## src/rtl/adder_chunked_pkg.sv

```systemverilog
// adder_chunked_pkg: shared types and elaboration helpers for the chunked adder.
package adder_chunked_pkg;

  typedef enum logic [1:0] {
    IDLE = 2'd0,
    RUN  = 2'd1,
    DONE = 2'd2
  } state_e;

  // Number of CHUNK-bit slices that make up a WIDTH-bit operand.
  function automatic int nchunk(input int width, input int chunk);
    return width / chunk;
  endfunction

  // Legal geometry: width and approximate region both tile exactly into chunks.
  function automatic bit cfg_ok(input int width, input int chunk, input int approx_bits);
    return (chunk > 0) && (width % chunk == 0) &&
           (approx_bits % chunk == 0) && (approx_bits < width);
  endfunction

endpackage

```

## src/rtl/adder_chunk_slice.sv

```systemverilog
// adder_chunk_slice: combinational CHUNK-bit ripple-carry adder, reused every cycle.
module adder_chunk_slice #(
  parameter int CHUNK = 4
) (
  input  logic [CHUNK-1:0] a,
  input  logic [CHUNK-1:0] b,
  input  logic             ci,
  output logic [CHUNK-1:0] s,
  output logic             co
);

  logic [CHUNK:0] c;

  // Bit-serial ripple; this is the only carry chain in the whole adder.
  always_comb begin
    c    = '0;
    s    = '0;
    c[0] = ci;
    for (int i = 0; i < CHUNK; i++) begin
      s[i]   = a[i] ^ b[i] ^ c[i];
      c[i+1] = (a[i] & b[i]) | (c[i] & (a[i] ^ b[i]));
    end
    co = c[CHUNK];
  end

endmodule

```

## src/rtl/adder_chunked.sv

```systemverilog
// adder_chunked: multi-cycle adder, {cout,sum} = a + b + cin, one CHUNK per clock.
// The carry between chunks is registered, so the timing path is one CHUNK ripple.
// Optional macro ADDER_CHUNKED_APPROX_LSB_EN: the low APPROX_BITS become a|b with
// no carry propagation except the top approximate chunk, and cin is ignored.
module adder_chunked
  import adder_chunked_pkg::*;
#(
  parameter int WIDTH       = 32,
  parameter int CHUNK       = 4,
  parameter int APPROX_BITS = 8
) (
  input  logic             clk,
  input  logic             rst_n,
  input  logic             in_valid,
  output logic             in_ready,
  input  logic [WIDTH-1:0] a,
  input  logic [WIDTH-1:0] b,
  input  logic             cin,
  output logic             out_valid,
  input  logic             out_ready,
  output logic [WIDTH-1:0] sum,
  output logic             cout
);

  localparam int NCHUNK = nchunk(WIDTH, CHUNK);
  localparam int CW     = (NCHUNK > 1) ? $clog2(NCHUNK) : 1;
  localparam logic [CW-1:0] LAST = CW'(NCHUNK - 1);

  generate
    if (!cfg_ok(WIDTH, CHUNK, APPROX_BITS)) begin : g_cfg_err
      $error("adder_chunked: WIDTH and APPROX_BITS must be multiples of CHUNK, APPROX_BITS < WIDTH");
    end
  endgenerate

  state_e           state_q;
  logic [CW-1:0]    cnt_q;
  logic [WIDTH-1:0] a_q, b_q, sum_q;
  logic             carry_q, cout_q;
  logic             in_ready_q, out_valid_q;

  int               base;
  logic [CHUNK-1:0] a_sl, b_sl, s_x, s_d;
  logic             co_x, co_d, carry_init;
  logic [WIDTH-1:0] sum_d;

  // Select the active slice of the captured operands.
  always_comb begin
    base = int'(cnt_q) * CHUNK;
    a_sl = a_q[base +: CHUNK];
    b_sl = b_q[base +: CHUNK];
  end

  adder_chunk_slice #(.CHUNK(CHUNK)) u_slice (
    .a  (a_sl),
    .b  (b_sl),
    .ci (carry_q),
    .s  (s_x),
    .co (co_x)
  );

`ifdef ADDER_CHUNKED_APPROX_LSB_EN
  localparam int NAPX    = APPROX_BITS / CHUNK;
  localparam int APX_TOP = (APPROX_BITS > 0) ? APPROX_BITS - 1 : 0;

  // Low chunks are OR-ed; only the top approximate chunk seeds a carry upward.
  always_comb begin
    s_d  = s_x;
    co_d = co_x;
    if (int'(cnt_q) < NAPX) begin
      s_d  = a_sl | b_sl;
      co_d = (int'(cnt_q) == NAPX - 1) ? (a_q[APX_TOP] & b_q[APX_TOP]) : 1'b0;
    end
  end

  assign carry_init = 1'b0;
`else
  // Exact mode: the ripple slice result is used unchanged.
  always_comb begin
    s_d  = s_x;
    co_d = co_x;
  end

  assign carry_init = cin;
`endif

  // Merge the freshly computed slice into the running sum.
  always_comb begin
    sum_d              = sum_q;
    sum_d[base +: CHUNK] = s_d;
  end

  // Control FSM and datapath; handshake outputs are registered alongside state.
  always_ff @(posedge clk or negedge rst_n) begin
    if (!rst_n) begin
      state_q     <= IDLE;
      cnt_q       <= '0;
      a_q         <= '0;
      b_q         <= '0;
      sum_q       <= '0;
      carry_q     <= 1'b0;
      cout_q      <= 1'b0;
      in_ready_q  <= 1'b1;
      out_valid_q <= 1'b0;
    end else begin
      case (state_q)
        IDLE: begin
          if (in_valid) begin
            a_q        <= a;
            b_q        <= b;
            carry_q    <= carry_init;
            cnt_q      <= '0;
            in_ready_q <= 1'b0;
            state_q    <= RUN;
          end
        end
        RUN: begin
          sum_q   <= sum_d;
          carry_q <= co_d;
          cnt_q   <= cnt_q + 1'b1;
          if (cnt_q == LAST) begin
            cout_q      <= co_d;
            cnt_q       <= '0;
            out_valid_q <= 1'b1;
            state_q     <= DONE;
          end
        end
        DONE: begin
          // No bypass to IDLE-accept: a new operation waits one more edge.
          if (out_ready) begin
            out_valid_q <= 1'b0;
            in_ready_q  <= 1'b1;
            state_q     <= IDLE;
          end
        end
        default: begin
          out_valid_q <= 1'b0;
          in_ready_q  <= 1'b1;
          state_q     <= IDLE;
        end
      endcase
    end
  end

  assign in_ready  = in_ready_q;
  assign out_valid = out_valid_q;
  assign sum       = sum_q;
  assign cout      = cout_q;

endmodule

```

## config.mk

```make
export PLATFORM = sky130hd
export DESIGN_NAME = adder_chunked
export DESIGN_NICKNAME = d
export VERILOG_FILES = /design/src/rtl/adder_chunked_pkg.sv /design/src/rtl/adder_chunk_slice.sv /design/src/rtl/adder_chunked.sv
export SDC_FILE = /design/constraint.sdc
export NUM_CORES = 1
export LEC_CHECK = 0
export ABC_AREA = 1
export BUFFER_PORTS_ARGS = -buffer_cell sky130_fd_sc_hd__buf_2
export CAP_MARGIN = 20
export CORE_UTILIZATION = 40
export DETAILED_ROUTE_END_ITERATION = 8
export PLACE_DENSITY = 0.6
export SETUP_SLACK_MARGIN = 0.1
export SYNTH_ARGS = -nofsm -noshare
export SYNTH_HDL_FRONTEND = slang
export SYNTH_SLANG_ARGS = --single-unit
```

## constraint.sdc

```tcl
create_clock -name clk -period 3.35 [get_ports clk]
set_input_delay 0.5025 -clock clk [delete_from_list [all_inputs] [get_ports clk]]
set_output_delay 0.5025 -clock clk [all_outputs]
set_load 0.05 [all_outputs]
```

### Word level (Yosys, flattened, before mapping)

Index checks and enable logic that the tools add are counted.

* flip-flop bits (word level): 105
* input port bits: 69
* output and inout port bits: 35
* logic and storage cells: 67

* reduce and logical (&&, ||, !) cells: 8
* muxes and demuxes: 16
* add/sub/neg operators: 2
* equality and inequality tests: 6
* shift-type cells: 4
* bitwise logic cells: 22

Operators by type and width (count)
* $shiftx A32 B6 Y4: 2
* $neg A5 Y33: 1
* $shift A4 B33 Y32 const A: 1
* $shiftx A4 B33 Y32: 1
* $bwmux W32: 1
* $reduce_and A3 Y1: 3
* $and A1 B1 Y1: 8
* $xor A1 B1 Y1: 8
* $mux W2: 3
* $mux W3: 2
* $ne A2 B2 Y1 const B: 3
* $pmux W1 S3: 2
* $pmux W2 S3: 1
* $pmux W3 S2: 1
* $reduce_and A2 Y1: 3
* $mux W1: 5
* $or A1 B1 Y1: 4
* $add A3 B1 Y3 const B: 1
* $eq A3 B3 Y1 const B: 1
* $eq A2 B1 Y1 const B: 1
* $eq A2 B2 Y1 const B: 1
* $logic_not A2 Y1: 1
* $not A1 Y1: 2
* $pmux W1 S2: 1
* $reduce_bool A2 Y1: 1

### Longest topological paths before layout

Gate-level depths: netlist of run 1.

* depth in word-level cells: 11
* depth in mapped cells: 18

### By module

A second synthesis of run 1 with hierarchy kept.

* cells, all modules: 661
* area, all modules: 5149.9 um2

Modules (own cells, without submodules)
* adder_chunked: cells an instance 647, area an instance 5032.3 um2, instances 1
* adder_chunk_slice: cells an instance 14, area an instance 117.6 um2, instances 1

### Worst setup path after synthesis of run 1

OpenSTA, ideal clock, no wires.

* path type: register -> register
* from: register cnt_q[0]
* to: register sum_q[7] (netlist: sum[7])
* path slack: 0.445 ns
* clock period less this slack: 2.905 ns
* cell stages (with the launch flop): 19
* arrival: 2.788 ns
* cell sequence: dfrtp_1 > buf_6 > buf_2 > nor2_1 > nor2_1 > nand2_1 > nand3_1 > nand2_1 > fa_1 > inv_1 > fa_1 > inv_1 > fa_1 > inv_1 > fa_1 > nand3_1 > nor2_1 > nand3_1 > nand2_1

* word-level cells in the longest chain between the ends: 11
* elaborated cells between the ends (all ways): 23
* classes of those cells: add/sub: 1; shift: 4; mux: 1; bitwise: 17

RTL lines
* start: declaration: RTL line adder_chunked.sv:36 `logic [CW-1:0] cnt_q;`
* start signal: assignment: RTL line adder_chunked.sv:119 `cnt_q <= cnt_q + 1'b1;`
* $shiftx A32 B6 Y4, on equally long branches: RTL line adder_chunked.sv:49, adder_chunked.sv:50
* $xor A1 B1 Y1: RTL line adder_chunk_slice.sv:20, adder_chunk_slice.sv:21
* $and A1 B1 Y1: RTL line adder_chunk_slice.sv:21 `c[i+1] = (a[i] & b[i]) | (c[i] & (a[i] ^ b[i]));`
* $or A1 B1 Y1: RTL line adder_chunk_slice.sv:21
* $and A1 B1 Y1: RTL line adder_chunk_slice.sv:21
* $or A1 B1 Y1: RTL line adder_chunk_slice.sv:21
* $and A1 B1 Y1: RTL line adder_chunk_slice.sv:21
* $or A1 B1 Y1: RTL line adder_chunk_slice.sv:21
* $xor A1 B1 Y1: RTL line adder_chunk_slice.sv:20 `s[i] = a[i] ^ b[i] ^ c[i];`
* $shiftx A4 B33 Y32: RTL line adder_chunked.sv:89 `sum_d[base +: CHUNK] = s_d;`
* $bwmux W32 (*): RTL line adder_chunked.sv:89
* end signal: assignment: RTL line adder_chunked.sv:117 `sum_q <= sum_d;`
* end: declaration: RTL line adder_chunked.sv:37 `logic [WIDTH-1:0] a_q, b_q, sum_q;`

Mark *: on every way between the ends. The rest lies on a longest branch, timed or not.
A chain may end at the register's enable or synchronous reset.

### Final worst setup path of run 1

Same ends and word-level chain as after synthesis.

==> results of run 1 <==
-- metrics by stage --
stage,instance area [µm²],total power [mW],setup WS [ps],std cells
final,6170,6.696,325.6,944
after global routing,6170,7.284,122.2,944
after CTS,6170,6.739,359.5,944
after detailed placement,5896,5.720,376.5,929
after global placement,5896,5.651,440.4,929
after floorplan,5233,4.798,444.6,669
-- cells in the final DEF (no fill, tap or decap) --
cell type | synthesis | layout
o211ai_1 | 1 | 1
dfstp_2 | 1 | 1
nor2_1 | 43 | 43
fa_1 | 4 | 4
nand3_2 | 3 | 3
nor2_4 | 9 | 9
dfrtp_2 | 0 | 1
nor2_2 | 2 | 2
o22ai_1 | 1 | 1
clkbuf_8 | 0 | 2
clkinv_2 | 0 | 1
a21oi_4 | 1 | 1
or2_2 | 5 | 5
a21oi_1 | 1 | 1
nand2_1 | 267 | 267
o31ai_1 | 1 | 1
buf_12 | 0 | 1
inv_2 | 5 | 5
clkinv_4 | 0 | 1
buf_4 | 9 | 11
clkbuf_16 | 0 | 9
clkbuf_1 | 4 | 2
nand3_1 | 68 | 68
nand2_4 | 1 | 1
buf_2 | 10 | 102
dfrtp_1 | 104 | 103
ha_1 | 7 | 7
nand2_2 | 4 | 4
inv_1 | 65 | 65
clkinv_1 | 1 | 1
o21ai_0 | 49 | 49
-- area by class of cell --
| class | instances | area (µm²) | area share (%) |
|---|---|---|---|
| Sequential cell | 105 | 2630 | 42.63 |
| Multi-Input combinational cell | 467 | 2171 | 35.19 |
| Timing Repair Buffer | 114 | 613.1 | 9.937 |
| Inverter | 71 | 266.5 | 4.320 |
| Clock buffer | 13 | 260.3 | 4.218 |
| Tap cell | 172 | 215.2 | 3.488 |
| Clock inverter | 2 | 13.76 | 0.2231 |
-- how the worst max path moves through the flow --
stage / end / depth (start not counted)
finish: sum[7] / 17
global route: sum[7] / 17
global placement: sum[7] / 17
CTS: sum[7] / 17
detailed placement: sum[7] / 17
floorplan: sum[7] / 18
-- power by group --
group	leakage, nW	switching (mW)	internal [mW]	total (mW)
logic	1.89	2.57	1.06	3.64
clock network	0.136	0.460	0.542	1.00
registers	1.34	0.248	1.81	2.06
total	3.36	3.28	3.42	6.70
-- state kept, by name, indices dropped and copies added (netlist names) --
signal / count
state_q: 2
sum: 32
cnt_q: 3
carry_q: 1
cout: 1
in_ready: 1
a_q: 32
b_q: 32
out_valid: 1
-- layer usage --
| layer | global-route usage (%) | up-vias | part of all wire, % |
|---|---|---|---|
| met5 | 0 | - | 0 |
| met4 | 6.496 | 0 | 1.5 |
| met3 | 3.996 | 14 | 5.5 |
| met2 | 31.12 | 106 | 44 |
| met1 | 28.11 | 2058 | 49 |
| li1 | - | 2260 | - |
-- logic make-up (layout without fill, tap and decap cells) --
family	after synthesis	count (layout)	share of synthesized area [%]
adder cells (fa/ha/maj)	11	11	3.204
AND/OR/NAND/NOR	402	402	32.78
flip-flops	105	105	50.24
buffers and inverters	97	200	8.273
AO/OA/AOI/OAI	54	54	5.500
==> impl_metrics.env, run 1 <==
export IMPL_status="complete, no violations"
export IMPL_syn_num_nets=749
export IMPL_ir_drop_uv=391.4
export IMPL_yosys_warnings=0
export IMPL_synth_area_leader_cell="dfrtp_1"
export IMPL_cts_sinks=105
export IMPL_worstMarginPinSlew_ps=681.3
export IMPL_fin_skew_ps=10.63
export IMPL_crit_family="adder cells"
export IMPL_worstPathArrival_ps=3270
export IMPL_reg2reg_from="cnt_q[0]"
export IMPL_synth_top_area_share_pct=49.74
export IMPL_final_hold_viol_count=0
export IMPL_cp_slowest_cell="fa_1"
export IMPL_rsz0062_at_grt="no"
export IMPL_r2r_end="sum[7]"
export IMPL_cts_tree="built"
export IMPL_syn_area_per_cell_um2=7.821
export IMPL_min_period_ps=3024
export IMPL_globalplace_congestion=0.8794
export IMPL_min_period_over_period_pct=90.28
export IMPL_path_class="register to register"
export IMPL_core_area_um2=12670
export IMPL_finalSetupViolations=0
export IMPL_worst_setup_path_start_kind="register"
export IMPL_wire_per_inst_um=13.32
export IMPL_ant_nets=0
export IMPL_ys_top_cells_by_count="nand2_1, dfrtp_1, nand3_1"
export IMPL_cts_setup_buffers=0
export IMPL_ys_top_cells_by_area="dfrtp_1, nand2_1, nand3_1, o21ai_0, inv_1"
export IMPL_num_antenna_cells=0
export IMPL_seq_area_frac_synth_pct=50.24
export IMPL_crit_top_cell="fa_1"
export IMPL_drt_vias_per_instance=4.701
export IMPL_crit_fanout=15
export IMPL_min_path_type="input port to async pin"
export IMPL_drive_gt1_share_pct=20.60
export IMPL_worst_slew_margin_rel_pct=54.58
export IMPL_drv_cap=0
export IMPL_cts_buffers=9
export IMPL_syn_area_um2=5233
export IMPL_maxSlewViolCount=0
export IMPL_port_buffers=103
export IMPL_cts_resized=0
export IMPL_synth_ff_type="dfrtp_1"
export IMPL_tns_ps=0
export IMPL_syn_instance_count=669
export IMPL_final_util_pct=48.69
export IMPL_track_usage_pct=20.03
export IMPL_crit_chain="buf_4, nor2_1, nor2_1, nand2_1, nand3_1, nand2_1, fa_1, inv_1, fa_1, inv_1, fa_1, inv_1, fa_1, nand3_1, nor2_1, nand3_1, nand2_1"
export IMPL_drtIter0Drc=263
export IMPL_via_count=4438
export IMPL_cp_end_kind="register"
export IMPL_cts_hold_buf=0
export IMPL_drc=0
export IMPL_die_area_um2=13540
export IMPL_yosysMostFrequentCell="nand2_1"
export IMPL_antenna_found_initial=0
export IMPL_r2r_cells=17
export IMPL_clockRootBuffer="clkbuf_16"
export IMPL_io_pins=104
export IMPL_clock_latency_ps=350
export IMPL_first_pass_iters=5
export IMPL_rows=41
export IMPL_crit_path_max_incr_delay_ps=460
export IMPL_h_tree_depth=3
export IMPL_worstPathRequired_ps=3590
export IMPL_power_leakage_nw=3.361
export IMPL_synth_enable_flop_cells=0
export IMPL_rrSetupSlack_ps=330
export IMPL_critPathLaunch="cnt_q[0]"
export IMPL_grt_max_degree=60
export IMPL_die_w_um=116.4
export IMPL_grt_pass1_vias=4318
export IMPL_synth_cell_type_count=26
export IMPL_die_height_um=116.4
export IMPL_timing_fmax_mhz=330.6
export IMPL_fillers=1287
export IMPL_ys_ff_latch=105
export IMPL_finalNetCount=848
export IMPL_dp_hpwl_um=9273
export IMPL_synthArstFlopShare_pct=100.0
export IMPL_grt_pass1_wl_um=20690
export IMPL_initial_core_util_pct=41.30
export IMPL_path_clk_slew_ps=70
export IMPL_gr_total_overflow=0
export IMPL_path_buf_inv=4
export IMPL_fin_hold_ws_ps=182.6
export IMPL_wl_um=12580
export IMPL_syn_to_final_growth_pct=17.91
export IMPL_powerDensity_nw_per_um2=1085
export IMPL_clockBufferDepth=2
(Power assumes the default switching activity.)
==> inputs of run 2 (changes only) <==
Clock period 3.35 ns to 3.52 ns, I/O delays scaled along.
==> run 2 against run 1 <==
- hold slack gained 140 ps
- sequential cell count is the same
- utilization is essentially flat
- critical endpoint unchanged
- via count is essentially flat
- critical path type unchanged
- highest routed layer unchanged
- non-clock buffer count shrank 1
- first-iteration DRC count grew 4.9%
==> impl_metrics.env, run 2 (synthesis gave the netlist of run 1 again) <==
export IMPL_status="complete, no violations"
export IMPL_antenna_found_initial=0
export IMPL_drv_cap=0
export IMPL_syn_to_final_growth_pct=17.81
export IMPL_clockBufferDepth=2
export IMPL_power_leakage_nw=3.356
export IMPL_first_pass_iters=4
export IMPL_die_area_um2=13540
export IMPL_reg2reg_from="cnt_q[0]"
export IMPL_clockRootBuffer="clkbuf_16"
export IMPL_grt_pass1_vias=4260
export IMPL_drive_gt1_share_pct=20.49
export IMPL_worstPathArrival_ps=3320
export IMPL_timing_fmax_mhz=325.1
export IMPL_dp_hpwl_um=9140
export IMPL_h_tree_depth=3
export IMPL_path_buf_inv=4
export IMPL_cts_hold_buf=0
export IMPL_finalSetupViolations=0
export IMPL_rsz0062_at_grt="no"
export IMPL_port_buffers=103
export IMPL_cts_tree="built"
export IMPL_clock_latency_ps=350
export IMPL_worstPathRequired_ps=3770
export IMPL_final_hold_viol_count=0
export IMPL_cp_end_kind="register"
export IMPL_worstMarginPinSlew_ps=972.7
export IMPL_core_area_um2=12670
export IMPL_min_period_ps=3076
export IMPL_num_antenna_cells=0
export IMPL_rows=41
export IMPL_drt_vias_per_instance=4.707
export IMPL_seq_area_um2=2633
export IMPL_via_count=4439
export IMPL_initial_core_util_pct=41.30
export IMPL_crit_fanout=40
export IMPL_crit_family="adder cells"
export IMPL_path_class="register to register"
export IMPL_fillers=1305
export IMPL_min_path_type="input port to async pin"
export IMPL_die_w_um=116.4
export IMPL_cp_slowest_cell="dfrtp_4"
export IMPL_multi_input_area_um2=2171
export IMPL_drtIter0Drc=276
export IMPL_tns_ps=0
export IMPL_worst_setup_path_start_kind="register"
export IMPL_grt_pass1_wl_um=20690
export IMPL_critPathLaunch="cnt_q[0]"
export IMPL_fin_skew_ps=7.642
export IMPL_drc=0
export IMPL_ir_drop_uv=411.6
export IMPL_finalNetCount=847
export IMPL_worst_slew_margin_rel_pct=35.16
export IMPL_track_usage_pct=19.92
export IMPL_setup_ws_ps=443.6
export IMPL_die_height_um=116.4
export IMPL_wl_um=12470
export IMPL_globalplace_congestion=0.8757
export IMPL_path_clk_slew_ps=70
export IMPL_cts_buffers=9
export IMPL_ant_nets=0
export IMPL_crit_chain="buf_12, nand2_1, nand3_1, nand3_1, nand2_1, fa_1, inv_1, fa_1, inv_1, fa_1, inv_1, fa_1, nand3_1, nor2_1, nand3_1, nand2_1"
export IMPL_layout_common_cells="nand2_1, dfrtp_1, buf_2"
export IMPL_grt_max_degree=77
export IMPL_maxSlewViolCount=0
export IMPL_gr_total_overflow=0
export IMPL_wire_per_inst_um=13.22
export IMPL_powerDensity_nw_per_um2=1032
export IMPL_pre_cts_slack_ps=333.4
export IMPL_final_common_cell="nand2_1"
export IMPL_cts_sinks=105
export IMPL_min_period_over_period_pct=87.40
export IMPL_crit_path_max_incr_delay_ps=540
export IMPL_io_pins=104
export IMPL_fin_hold_ws_ps=323.6
[run 2: cell count changes in the layout (fill, tap and decap cells not counted)]
cell,change
buf_4,-1
dfrtp_4,+1
dfrtp_2,-1
[run 2: where the power goes]
part           switching (mW)  total [mW]  internal, mW
logic                    2.45        3.46          1.00
registers               0.236        1.96          1.73
clock network           0.429       0.944         0.515
total                    3.12        6.36          3.24
[run 2: final cells by class]
cell class                 instances  area share, %
clock buffer                      13          4.222
clock inverter                     2         0.2233
inverter                          71          4.323
multi-input combinational        467          35.21
sequential                       105          42.70
tap                              172          3.491
timing repair buffer             113          9.823
[run 2: final timing paths]
path	endpoint	slack [ps]	depth (start not counted)
max in group asynchronous	sum[0]	2330	2
max reg2reg	sum[7]	440	16
max	sum[7]	440	16
min reg2reg	sum[16]	470	2
min in group clk	b_q[10]	370	3
min	a_q[27]	320	1
[run 2: metal layers]
layer | wire length [µm] | track usage [%] | share of wire (%)
met1 | 6360 | 28.54 | 51
met5 | 0 | 0 | 0
met2 | 5321 | 30.06 | 43
met3 | 551 | 3.217 | 4.4
met4 | 234 | 8.120 | 1.9
[run 2: per-stage QoR]
stage / area [µm²] / instances / total power [mW] / util [%]
after global routing: 6165 / 943 / 6.929 / 48.65
final: 6165 / 943 / 6.362 / 48.65
after detailed placement: 5881 / 927 / 5.420 / 46.41
after floorplan: 5233 / 669 / 4.566 / -
after global placement: 5881 / 927 / 5.366 / 46.41
after CTS: 6155 / 942 / 6.384 / 48.57
[run 2: what timing repair did]
action,4_1_cts,5_1_grt
endpoints found under the setup margin,0,6
resized for setup,0,1
buffers inserted,0,1
endpoints found under the hold margin,0,0
